### config.mk
export PLATFORM = sky130hd
export DESIGN_NAME = glip_uart_egress_sched_flat
export DESIGN_NICKNAME = d
export VERILOG_FILES = /design/src/rtl/glip_uart_egress_sched_if.sv /design/src/rtl/glip_uart_egress_sched.sv /design/src/flat_wrapper.sv
export SDC_FILE = /design/constraint.sdc
export NUM_CORES = 1
export LEC_CHECK = 0
export BUFFER_PORTS_ARGS = -buffer_cell sky130_fd_sc_hd__buf_2
export CAP_MARGIN = 40
export CELL_PAD_IN_SITES_DETAIL_PLACEMENT = 0
export CELL_PAD_IN_SITES_GLOBAL_PLACEMENT = 2
export CORE_ASPECT_RATIO = 0.6
export CORE_MARGIN = 2
export CORE_UTILIZATION = 29
export DETAILED_ROUTE_END_ITERATION = 6
export HOLD_SLACK_MARGIN = 0.1
export PLACE_DENSITY_LB_ADDON = 0.2
export SLEW_MARGIN = 0
export SYNTH_ARGS = -nofsm -noshare
export SYNTH_HDL_FRONTEND = slang
export SYNTH_SLANG_ARGS = --single-unit
### constraint.sdc
create_clock -name clk -period 3.35 [get_ports clk]
set_input_delay 0.8375 -clock clk [delete_from_list [all_inputs] [get_ports clk]]
set_output_delay 0.8375 -clock clk [all_outputs]
set_load 0.05 [all_outputs]
### src/rtl/glip_uart_egress_sched_if.sv
// Handshake bundle between the egress FIFO / flow-control logic, the scheduler and the UART transmitter.
interface glip_uart_egress_sched_if #(
  parameter int TX_CREDIT_WIDTH = 16
);
  logic [7:0]                 in_data;
  logic                       in_valid;
  logic                       in_ready;
  logic                       credit_req;
  logic [15:0]                credit_value;
  logic                       credit_ack;
  logic                       grant_valid;
  logic [TX_CREDIT_WIDTH-1:0] grant_value;
  logic [7:0]                 out_data;
  logic                       out_enable;
  logic                       out_done;
  logic [TX_CREDIT_WIDTH-1:0] tx_credit;
  logic                       busy;

  modport master (
    output in_data, in_valid, credit_req, credit_value, grant_valid, grant_value, out_done,
    input  in_ready, credit_ack, out_data, out_enable, tx_credit, busy
  );

  modport slave (
    input  in_data, in_valid, credit_req, credit_value, grant_valid, grant_value, out_done,
    output in_ready, credit_ack, out_data, out_enable, tx_credit, busy
  );
endinterface

### src/rtl/glip_uart_egress_sched.sv
// Shares the UART transmitter between the credit-gated egress data stream
// and credit-return messages; escape bytes in the data stream are doubled.
//
// state     | meaning
// IDLE      | no byte offered; arbitrate credit message vs data byte
// DATA      | sending latched data byte
// DATA_ESC2 | sending the duplicate ESCAPE of an escaped data byte
// CRD_ESC   | credit message: ESCAPE
// CRD_CODE  | credit message: CREDIT_CODE
// CRD_HI    | credit message: credit[15:8]
// CRD_LO    | credit message: credit[7:0]
module glip_uart_egress_sched #(
  parameter logic [7:0] ESCAPE          = 8'hFE,
  parameter logic [7:0] CREDIT_CODE     = 8'h01,
  parameter int         TX_CREDIT_WIDTH = 16
) (
  input logic                     clk,
  input logic                     rst,
  glip_uart_egress_sched_if.slave bus
);
  localparam int CW = TX_CREDIT_WIDTH;

  typedef enum logic [2:0] {
    IDLE, DATA, DATA_ESC2, CRD_ESC, CRD_CODE, CRD_HI, CRD_LO
  } state_t;

  state_t          state, state_nxt;
  logic [7:0]      data_q;
  logic [15:0]     credit_q;
  logic [CW-1:0]   tx_credit_q, tx_credit_nxt;
  logic [CW:0]     credit_sum;
  logic            in_ready, credit_ack, out_enable;
  logic [7:0]      out_data;

  always_ff @(posedge clk or posedge rst) begin
    if (rst) begin
      state       <= IDLE;
      data_q      <= '0;
      credit_q    <= '0;
      tx_credit_q <= '0;
    end else begin
      state       <= state_nxt;
      tx_credit_q <= tx_credit_nxt;
      if (in_ready)   data_q   <= bus.in_data;
      if (credit_ack) credit_q <= bus.credit_value;
    end
  end

  always_comb begin
    state_nxt  = state;
    in_ready   = 1'b0;
    credit_ack = 1'b0;
    out_enable = 1'b1;
    out_data   = 8'h00;
    case (state)
      IDLE: begin
        out_enable = 1'b0;
        // Credit messages win, but only here at a message boundary.
        if (bus.credit_req) begin
          credit_ack = 1'b1;
          state_nxt  = CRD_ESC;
        end else if (bus.in_valid && (tx_credit_q != '0)) begin
          in_ready  = 1'b1;
          state_nxt = DATA;
        end
      end
      DATA: begin
        out_data = data_q;
        if (bus.out_done) state_nxt = (data_q == ESCAPE) ? DATA_ESC2 : IDLE;
      end
      DATA_ESC2: begin
        out_data = ESCAPE;
        if (bus.out_done) state_nxt = IDLE;
      end
      CRD_ESC: begin
        out_data = ESCAPE;
        if (bus.out_done) state_nxt = CRD_CODE;
      end
      CRD_CODE: begin
        out_data = CREDIT_CODE;
        if (bus.out_done) state_nxt = CRD_HI;
      end
      CRD_HI: begin
        out_data = credit_q[15:8];
        if (bus.out_done) state_nxt = CRD_LO;
      end
      CRD_LO: begin
        out_data = credit_q[7:0];
        if (bus.out_done) state_nxt = IDLE;
      end
      default: begin
        out_enable = 1'b0;
        state_nxt  = IDLE;
      end
    endcase
  end

  // One extra bit catches overflow so the counter saturates instead of wrapping;
  // in_ready needs nonzero credit, so the decrement cannot underflow.
  always_comb begin
    credit_sum    = {1'b0, tx_credit_q}
                  + (bus.grant_valid ? {1'b0, bus.grant_value} : '0)
                  - {{CW{1'b0}}, in_ready};
    tx_credit_nxt = credit_sum[CW] ? '1 : credit_sum[CW-1:0];
  end

  assign bus.in_ready   = in_ready;
  assign bus.credit_ack = credit_ack;
  assign bus.out_enable = out_enable;
  assign bus.out_data   = out_data;
  assign bus.tx_credit  = tx_credit_q;
  assign bus.busy       = (state != IDLE);
endmodule

### src/flat_wrapper.sv
// flat-port wrapper written by rule: the top's interface ports become plain ports
module glip_uart_egress_sched_flat 
#(
  parameter logic [7:0] ESCAPE          = 8'hFE,
  parameter logic [7:0] CREDIT_CODE     = 8'h01,
  parameter int         TX_CREDIT_WIDTH = 16
)
  (clk, rst, bus_in_data, bus_in_valid, bus_credit_req, bus_credit_value, bus_grant_valid, bus_grant_value, bus_out_done, bus_in_ready, bus_credit_ack, bus_out_data, bus_out_enable, bus_tx_credit, bus_busy);
  glip_uart_egress_sched_if #(.TX_CREDIT_WIDTH(TX_CREDIT_WIDTH)) bus_i ();
  input logic clk;
  input logic rst;
  input wire logic [$bits(bus_i.in_data)-1:0] bus_in_data;
  input wire logic [$bits(bus_i.in_valid)-1:0] bus_in_valid;
  input wire logic [$bits(bus_i.credit_req)-1:0] bus_credit_req;
  input wire logic [$bits(bus_i.credit_value)-1:0] bus_credit_value;
  input wire logic [$bits(bus_i.grant_valid)-1:0] bus_grant_valid;
  input wire logic [$bits(bus_i.grant_value)-1:0] bus_grant_value;
  input wire logic [$bits(bus_i.out_done)-1:0] bus_out_done;
  output wire logic [$bits(bus_i.in_ready)-1:0] bus_in_ready;
  output wire logic [$bits(bus_i.credit_ack)-1:0] bus_credit_ack;
  output wire logic [$bits(bus_i.out_data)-1:0] bus_out_data;
  output wire logic [$bits(bus_i.out_enable)-1:0] bus_out_enable;
  output wire logic [$bits(bus_i.tx_credit)-1:0] bus_tx_credit;
  output wire logic [$bits(bus_i.busy)-1:0] bus_busy;
  assign bus_i.in_data = bus_in_data;
  assign bus_i.in_valid = bus_in_valid;
  assign bus_i.credit_req = bus_credit_req;
  assign bus_i.credit_value = bus_credit_value;
  assign bus_i.grant_valid = bus_grant_valid;
  assign bus_i.grant_value = bus_grant_value;
  assign bus_i.out_done = bus_out_done;
  assign bus_in_ready = bus_i.in_ready;
  assign bus_credit_ack = bus_i.credit_ack;
  assign bus_out_data = bus_i.out_data;
  assign bus_out_enable = bus_i.out_enable;
  assign bus_tx_credit = bus_i.tx_credit;
  assign bus_busy = bus_i.busy;
  glip_uart_egress_sched #(.ESCAPE(ESCAPE), .CREDIT_CODE(CREDIT_CODE), .TX_CREDIT_WIDTH(TX_CREDIT_WIDTH)) u_core (.clk(clk), .rst(rst), .bus(bus_i));
endmodule
======== After elaboration in Yosys (flattened, before gate mapping) ========
Cells that the tools add are included.
operators by class
  add/subtract/negate cells ............... 2
  reductions and logical operators ........ 8
  mux-type cells .......................... 18
  eq/ne operators ......................... 13
operator list
  kind                                                    count
  case mux 8 bit (5 select lines)                         1
  2-to-1 mux 16 bit                                       2
  2-to-1 mux 3 bit                                        7
  case mux 3 bit (6 select lines)                         1
  adder 16 x 17 -> 17 bit                                 1
  subtractor 17 x 1 -> 17 bit                             1
  nonzero test 16 bit                                     1
  equality test 3 bit (second input constant)             3
  equality test 8 bit (second input constant)             1
  inequality test 2 bit (second input constant)           4
  equality test 3 x 2 -> 1 bit (second input constant)    2
  2-to-1 mux 1 bit                                        6
  AND reduction 6 bit                                     1
  OR reduction 6 bit                                      1
  OR reduction 2 bit                                      2
  equality test 3 x 1 -> 1 bit (second input constant)    1
  zero test 3 bit                                         1
  inequality test 3 x 2 -> 1 bit (second input constant)  1
  nonzero test 3 bit                                      1
  2-to-1 mux 2 bit                                        1
  inequality test 2 x 1 -> 1 bit (second input constant)  1
  logical AND 1 bit                                       1
word-level totals
  output and inout bits ................... 28
  bits of input ports ..................... 46
  word-level logic and storage cells ...... 45
  flip-flop bits (word level) ............. 43

======== Logic depth before layout (Yosys ltp) ========
Gate-level depths: netlist (run 1).
  depth in word-level cells ............... 7
  mapped depth ............................ 18
  gate-level depth less buffers ........... 16

======== Worst setup path after synthesis (run 1) ========
OpenSTA, ideal clock, no wires.
  kind .................................... reg-to-reg
  start point ............................. register u_core.state[1]
  end point ............................... register u_core.tx_credit_q[0], in the netlist u_core.bus.tx_credit[0]
  clock period less this slack ............ 4207 ps
  cell stages (with the launch flop) ...... 19
  slack ................................... -857 ps
  library setup time ...................... 124 ps
  arrival time ............................ 4082 ps
  required time ........................... 3226 ps
  buffers on the path ..................... 2
  cell sequence ........................... dfrtp_1 > clkbuf_1 > nor3_1 > inv_1 > nor2_1 > nand2_1 > clkinv_1 > ha_1 > inv_1 > ha_1 > inv_1 > fa_1 > nor2b_1 > o2111ai_1 > a21oi_1 > o21a_1 > nor3_2 > buf_2 > or2_1
on the way
  word-level cells in the longest chain between the ends .. 4
ends and longest elaborated chain
  what                         RTL line                       source
  from (decl)                  glip_uart_egress_sched.sv:27   state_t state, state_nxt;
  from (signal assigned)       glip_uart_egress_sched.sv:42   state <= state_nxt;
  zero test 3 bit              glip_uart_egress_sched.sv:55   case (state)
  2-to-1 mux 1 bit             glip_uart_egress_sched.sv:55
  via bus_in_ready             flat_wrapper.sv:19             output wire logic [$bits(bus_i.in_ready)-1:0] bus_in_ready;
  subtractor 17 x 1 -> 17 bit  glip_uart_egress_sched.sv:103  - {{CW{1'b0}}, in_ready};
  2-to-1 mux 16 bit            glip_uart_egress_sched.sv:104  tx_credit_nxt = credit_sum[CW] ? '1 : credit_sum[CW-1:0];
  via u_core.tx_credit_nxt[0]  glip_uart_egress_sched.sv:30   logic [CW-1:0] tx_credit_q, tx_credit_nxt;
  to (signal assigned)         glip_uart_egress_sched.sv:43   tx_credit_q <= tx_credit_nxt;
  to (decl)                    glip_uart_egress_sched.sv:30
The timed path passes the listed nets, and every way through them passes these cells.
A chain may end at the register's enable or synchronous reset.

======== Worst setup path after layout (run 1) ========
  start point ............................. register u_core.tx_credit_q[0], in the netlist u_core.bus.tx_credit[0]
  end point ............................... register u_core.tx_credit_q[15], in the netlist u_core.bus.tx_credit[15]
on the way
  word-level cells in the longest chain between the ends .. 7
  elaborated cells between the ends (all ways) .. 8
  those cells by class .................... 2 x add/sub; 4 x mux; 2 x reduce/logical
ends and longest elaborated chain
  what                                                             RTL line
  branches (longest 5 deep; another with adder 16 x 17 -> 17 bit)  --
  subtractor 17 x 1 -> 17 bit *                                    glip_uart_egress_sched.sv:103
  2-to-1 mux 16 bit *                                              glip_uart_egress_sched.sv:104
  via u_core.tx_credit_nxt[15]                                     glip_uart_egress_sched.sv:30
Mark *: on every way through the listed nets, which the timed path passes.

==> flow_summary_export.csv, run 1 <==
group,metric,value,unit
die,die_area,11600,sq um
route,wl_per_cell,14.6,microns
route,firstDrtPassIters,4,
placed_design,dp.cells,627,
run_status,status,"complete, no violations",
global_route,grt_busiest_layer,"met1",
placed_design,dp_worst_setup_slack,-460,ps
global_route,gr-usage-met2,21.4,%
final_layout,drive_above_1_share,41.6,%
timing,rsz0062_at_grt,"true",
final_layout,mostFrequentLayoutCells,"buf_2, buf_4, inv_1",
global_route,antenna_found_initial,0,
timing,maxSlewViolCount,0,
route,viasPerCell,4.57,
global_route,track_usage,16.8,%
route,ant_nets,0,
power_and_ir_drop,vdd_drop_max,0.413,mV
die,die_y,84.3,microns
critical_path,worst_setup_path_start_kind,"flop",
run,drv_cap,0,
global_route,grtUsageMet1,28.1,%
timing,final.period_utilization,98.5,%
clocking,cts.clk_slew.worst_paths,70,ps
clocking,htree_levels,2,
clocking,cts_buffers,5,
power_and_ir_drop,p_leak,2.26,nW
timing,worstMarginPinSlew,542,ps
timing,worst_slack,51.1,ps
synthesis,syn_area,3120,sq um
global_route,grt_pass1_vias,2861,
critical_path,worstSetupPathType,"reg2reg",
route,via_count,2933,
synthesis,syn_nets,443,
critical_path,cp_top_family,"compound AO/OA/AOI/OAI gates",
placed_design,gp_congestion,0.808,
final_layout,fillers,1093,
final_layout,diodes,0,
critical_path,cp_slowest_cell,"or4b_4",
timing,timing.fmax,303,MHz
synthesis,yosysWarnings,0,
placed_design,dp_hpwl,7380,microns
timing,slew_headroom,63.8,%
critical_path,critPathBufInv,4,
critical_path,critPathMaxStageDelay,510,ps
global_route,grt_max_degree,22,
global_route,grt_overflow_total,0,
synthesis,syn_area_per_cell,8.56,sq um
die,die_w,138,microns
timing,setup_violations,0,
clocking,clock_sinks,43,
global_route,grt_pass1_wl,14900,microns
clocking,cts_max_path_buffers,2,
final_layout,nets,581,
synthesis,synth_cells,364,
final_layout,finalNonFillerCells,642,
clocking,cts_tree,"built",
hold_path,worstHoldPathType,"reg2reg",
route,drc,0,
final_layout,final_common_cell,"buf_2",
clocking,clock_latency,290,ps
synthesis,synth_flop_cell,"dfrtp_1",
synthesis,synth_edf_count,0,
power_and_ir_drop,total_power,5.52,mW
route,routed_wl,9370,microns
timing,period_minus_slack,3300,ps
critical_path,arrival,3480,ps
die,pin_count,74,
synthesis,synth-async-reset-ratio,100,%
die,start_util,29.6,%
placed_design,portBuffers,73,
timing,finClkSkew,6.68,ps
final_layout,multiInputGateArea,1950,sq um
route,drt_first_iter_violations,176,
timing,holdWs,515,ps
timing,timing.setup.tns,0,ps
synthesis,ys_seq_area_share,34.5,%
global_route,met3_usage,3.62,%
synthesis,ys_types,55,
die,core_area,10500,sq um
die,num_rows,29,
synthesis,ys_seq_elements,43,
timing,hold_violations,0,
final_layout,syn_to_final_growth,44.8,%
final_layout,seqCellArea,1090,sq um
power_and_ir_drop,powerDensity,1220,nW/um^2
critical_path,path_max_fanout,3,
critical_path,cp-end-kind,"flop",
clocking,cts-root-buf,"clkbuf_16",
critical_path,required,3530,ps
critical_path,cp_cell_sequence,"nor4_4 -> buf_4 -> a41oi_4 -> nand2_2 -> clkinv_4 -> ha_4 -> inv_2 -> ha_4 -> buf_6 -> a211oi_4 -> o21bai_2 -> o41a_1 -> or4b_4 -> a21oi_2 -> o21bai_2",
clocking,holdBufCountCts,0,
## final cells by class
class | count | share of cell area (%)
clock buffer | 5 | 2.77
sequential | 43 | 24.2
multi-input combinational | 253 | 43.1
timing repair buffer | 143 | 20.7
clock inverter | 3 | 0.527
tap | 139 | 3.85
inverter | 56 | 4.77
## repair_timing
item / 4_1_cts / 5_1_grt
buffers inserted: 5 / 2
pin swaps: 6 / 2
endpoints found under the setup margin: 15 / 15
cloned: 0 / 0
resized for setup: 6 / 8
## worst register-to-register path, delay by kind of cell, from the launching register on
kind | cells | cell delay, ps
compound gates | 6 | 1070
simple gates | 3 | 920
flops | 1 | 420
fa+ha+maj | 2 | 410
buf+inv | 4 | 360
## logic make-up after synthesis
group                    count (synthesis)  share of synthesized area [%]
flip-flops                              43                           34.5
adder cells (fa/ha/maj)                 33                           13.5
AND/OR/NAND/NOR                        117                           18.7
buffers and inverters                   68                           8.31
multiplexers                            17                           6.10
AO/OA/AOI/OAI                           77                           16.3
XOR/XNOR                                 9                           2.53
## flip-flops by register name, summed over array words and instances (netlist names)
register              count
u_core.bus.tx_credit     16
u_core.credit_q          16
u_core.data_q             8
u_core.state              3
## cells in the mapped netlist (all sizes together) (2+ instances only)
master,n,share of area (%)
inv,55,6.6
nand2,50,6.0
dfrtp,43,35
ha,32,13
a21oi,23,3.7
o21ai,17,2.7
mux2,16,5.8
nor2,16,1.9
nand2b,11,2.2
clkbuf,9,1.1
nor3,9,1.8
nand3,7,1.1
a22oi,6,1.4
xor2,6,1.7
nor2b,5,1.0
o21bai,5,1.3
nor4,4,0.80
a211oi,3,0.88
a21o,3,0.76
and2,3,0.60
and3,3,0.76
buf,3,0.48
o21a,3,0.72
xnor2,3,0.84
a211o,2,0.56
a311oi,2,0.56
o31ai,2,0.48
## through the flow
step / cell area (sq um) / utilization [%]
2_1_floorplan: 3220 / -
3_3_place_gp: 4190 / 39.8
3_5_place_dp: 4220 / 40.1
4_1_cts: 4450 / 42.3
5_1_grt: 4510 / 42.9
6_report: 4510 / 42.9
## power breakdown
group          internal [mW]  switching, mW
Combinational           1.73           2.29
Clock                  0.279          0.226
Sequential             0.799          0.192
## worst paths after layout
| check | to | slack (ps) | cells past startpoint | from |
|---|---|---|---|---|
| max | u_core.bus.tx_credit[15] | 50 | 15 | u_core.bus.tx_credit[0] |
| min | u_core.credit_q[3] | 510 | 1 | u_core.credit_q[3] |
| max reg2reg | u_core.bus.tx_credit[15] | 50 | 15 | u_core.bus.tx_credit[0] |
| min reg2reg | u_core.credit_q[3] | 510 | 1 | u_core.credit_q[3] |
| max in group asynchronous | u_core.credit_q[7] | 2340 | 4 | rst |
| min in group asynchronous | u_core.bus.tx_credit[5] | 570 | 3 | rst |
## per-layer routing
| metal | vias up | part of all wire (%) |
|---|---|---|
| met5 | - | 0 |
| met4 | 0 | 1.0 |
| met3 | 8 | 5.4 |
| met2 | 60 | 37 |
| met1 | 1352 | 57 |
| li1 | 1513 | - |
No activity file was read; power rests on OpenSTA's default activity.
==> run 2, diff against run 1 <==
--- a/config.mk
+++ b/config.mk
@@ -15,6 +15,7 @@
 export DETAILED_ROUTE_END_ITERATION = 6
 export HOLD_SLACK_MARGIN = 0.1
 export PLACE_DENSITY_LB_ADDON = 0.2
+export RECOVER_POWER = 100
 export SLEW_MARGIN = 0
 export SYNTH_ARGS = -nofsm -noshare
 export SYNTH_HDL_FRONTEND = slang
==> flow_summary_export.csv, run 2 (synthesized netlist as in run 1, its figures left out) <==
group,metric,value,unit
run_status,status,"complete, no violations",
global_route,grt_pass1_vias,2861,
critical_path,path_max_fanout,3,
timing,timing.fmax,303,MHz
final_layout,drive_above_1_share,40.6,%
die,num_rows,29,
clocking,cts-root-buf,"clkbuf_16",
route,routed_wl,9380,microns
clocking,cts_buffers,5,
final_layout,nets,581,
route,via_count,2918,
clocking,htree_levels,2,
critical_path,worstSetupPathType,"reg2reg",
placed_design,gp_congestion,0.808,
timing,finClkSkew,5.61,ps
global_route,antenna_found_initial,0,
clocking,cts.clk_slew.worst_paths,70,ps
clocking,cts_max_path_buffers,2,
clocking,clock_sinks,43,
timing,period_minus_slack,3300,ps
timing,slew_headroom,19.4,%
timing,setup_violations,0,
route,firstDrtPassIters,5,
route,ant_nets,0,
critical_path,required,3530,ps
placed_design,dp_hpwl,7380,microns
clocking,clock_latency,290,ps
timing,timing.setup.tns,0,ps
clocking,cts_tree,"built",
die,die_y,84.3,microns
critical_path,cp-end-kind,"flop",
hold_path,worstHoldPathType,"reg2reg",
die,die_area,11600,sq um
placed_design,dp_worst_setup_slack,-460,ps
timing,rsz0062_at_grt,"true",
die,core_area,10500,sq um
global_route,track_usage,16.8,%
global_route,grt_max_degree,22,
timing,final.period_utilization,98.5,%
final_layout,diodes,0,
global_route,grt_overflow_total,0,
run,drv_cap,0,
timing,worstMarginPinSlew,1210,ps
final_layout,syn_to_final_growth,43.7,%
timing,hold_violations,0,
timing,maxSlewViolCount,0,
global_route,grt_pass1_wl,14900,microns
die,start_util,29.6,%
route,viasPerCell,4.55,
clocking,holdBufCountCts,0,
final_layout,final_common_cell,"buf_2",
critical_path,worst_setup_path_start_kind,"flop",
route,drc,0,
critical_path,arrival,3480,ps
final_layout,mostFrequentLayoutCells,"buf_2, buf_4, inv_1",
die,pin_count,74,
route,drt_first_iter_violations,218,
die,die_w,138,microns
placed_design,portBuffers,73,
route,wl_per_cell,14.6,microns
timing,worst_slack,50.3,ps
[run 2: what timing repair did]
item | CTS | global route
buffers inserted | 5 | 2
resized for setup | 6 | 8
pin swaps | 6 | 2
endpoints found under the setup margin | 15 | 15
[run 2: worst paths after layout]
check / start / to / slack, ps / cells past startpoint
setup / recovery: u_core.bus.tx_credit[0] / u_core.bus.tx_credit[15] / 50 / 15
hold / removal: u_core.credit_q[8] / u_core.credit_q[8] / 510 / 1
setup reg to reg: u_core.bus.tx_credit[0] / u_core.bus.tx_credit[15] / 50 / 15
hold reg to reg: u_core.credit_q[8] / u_core.credit_q[8] / 510 / 1
max in group asynchronous: rst / u_core.credit_q[7] / 990 / 4
min in group asynchronous: rst / u_core.bus.tx_credit[5] / 940 / 3
[run 2: through the flow]
stage	instance area, sq um	hold WS (ps)	cells	util (%)
floorplan	3220	459	364	-
global route	4480	532	642	42.5
detailed placement	4220	499	627	40.1
CTS	4450	521	640	42.3
global placement	4190	493	626	39.8
finish	4480	514	642	42.5
[run 2: critical path, stage by stage, from the launching register on]
cell      delay [ps]
dfrtp_2          420
nor4_4           270
buf_4            160
a41oi_4          130
nand2_2          140
clkinv_4          60
ha_4             260
inv_2             30
ha_4             150
buf_6            110
a211oi_4         220
o21bai_2         110
o41a_1           380
or4b_4           510
a21oi_2          150
o21bai_2          70
[run 2: final cells by class]
type                    count  area (sq um)
inverters                  56           215
multi-input cells         253          1950
repair buffers            143           898
clock inverters             3          23.8
well taps                 139           174
fillers                  1099          6050
flip-flops and latches     43          1090
clock buffers               5           125
[run 2: layer usage]
layer  global-route usage [%]  up-vias  wire (microns)
met1                     28.1     1341            5380
li1                         -     1511               -
met2                     21.4       60            3480
met3                     3.62        6             436
met4                     3.15        0              82
met5                        0        -               0
Power of run 2 is left out: the tool's default activity adds up to more than one toggle a clock period on the data nets, which glitch-free logic cannot reach.
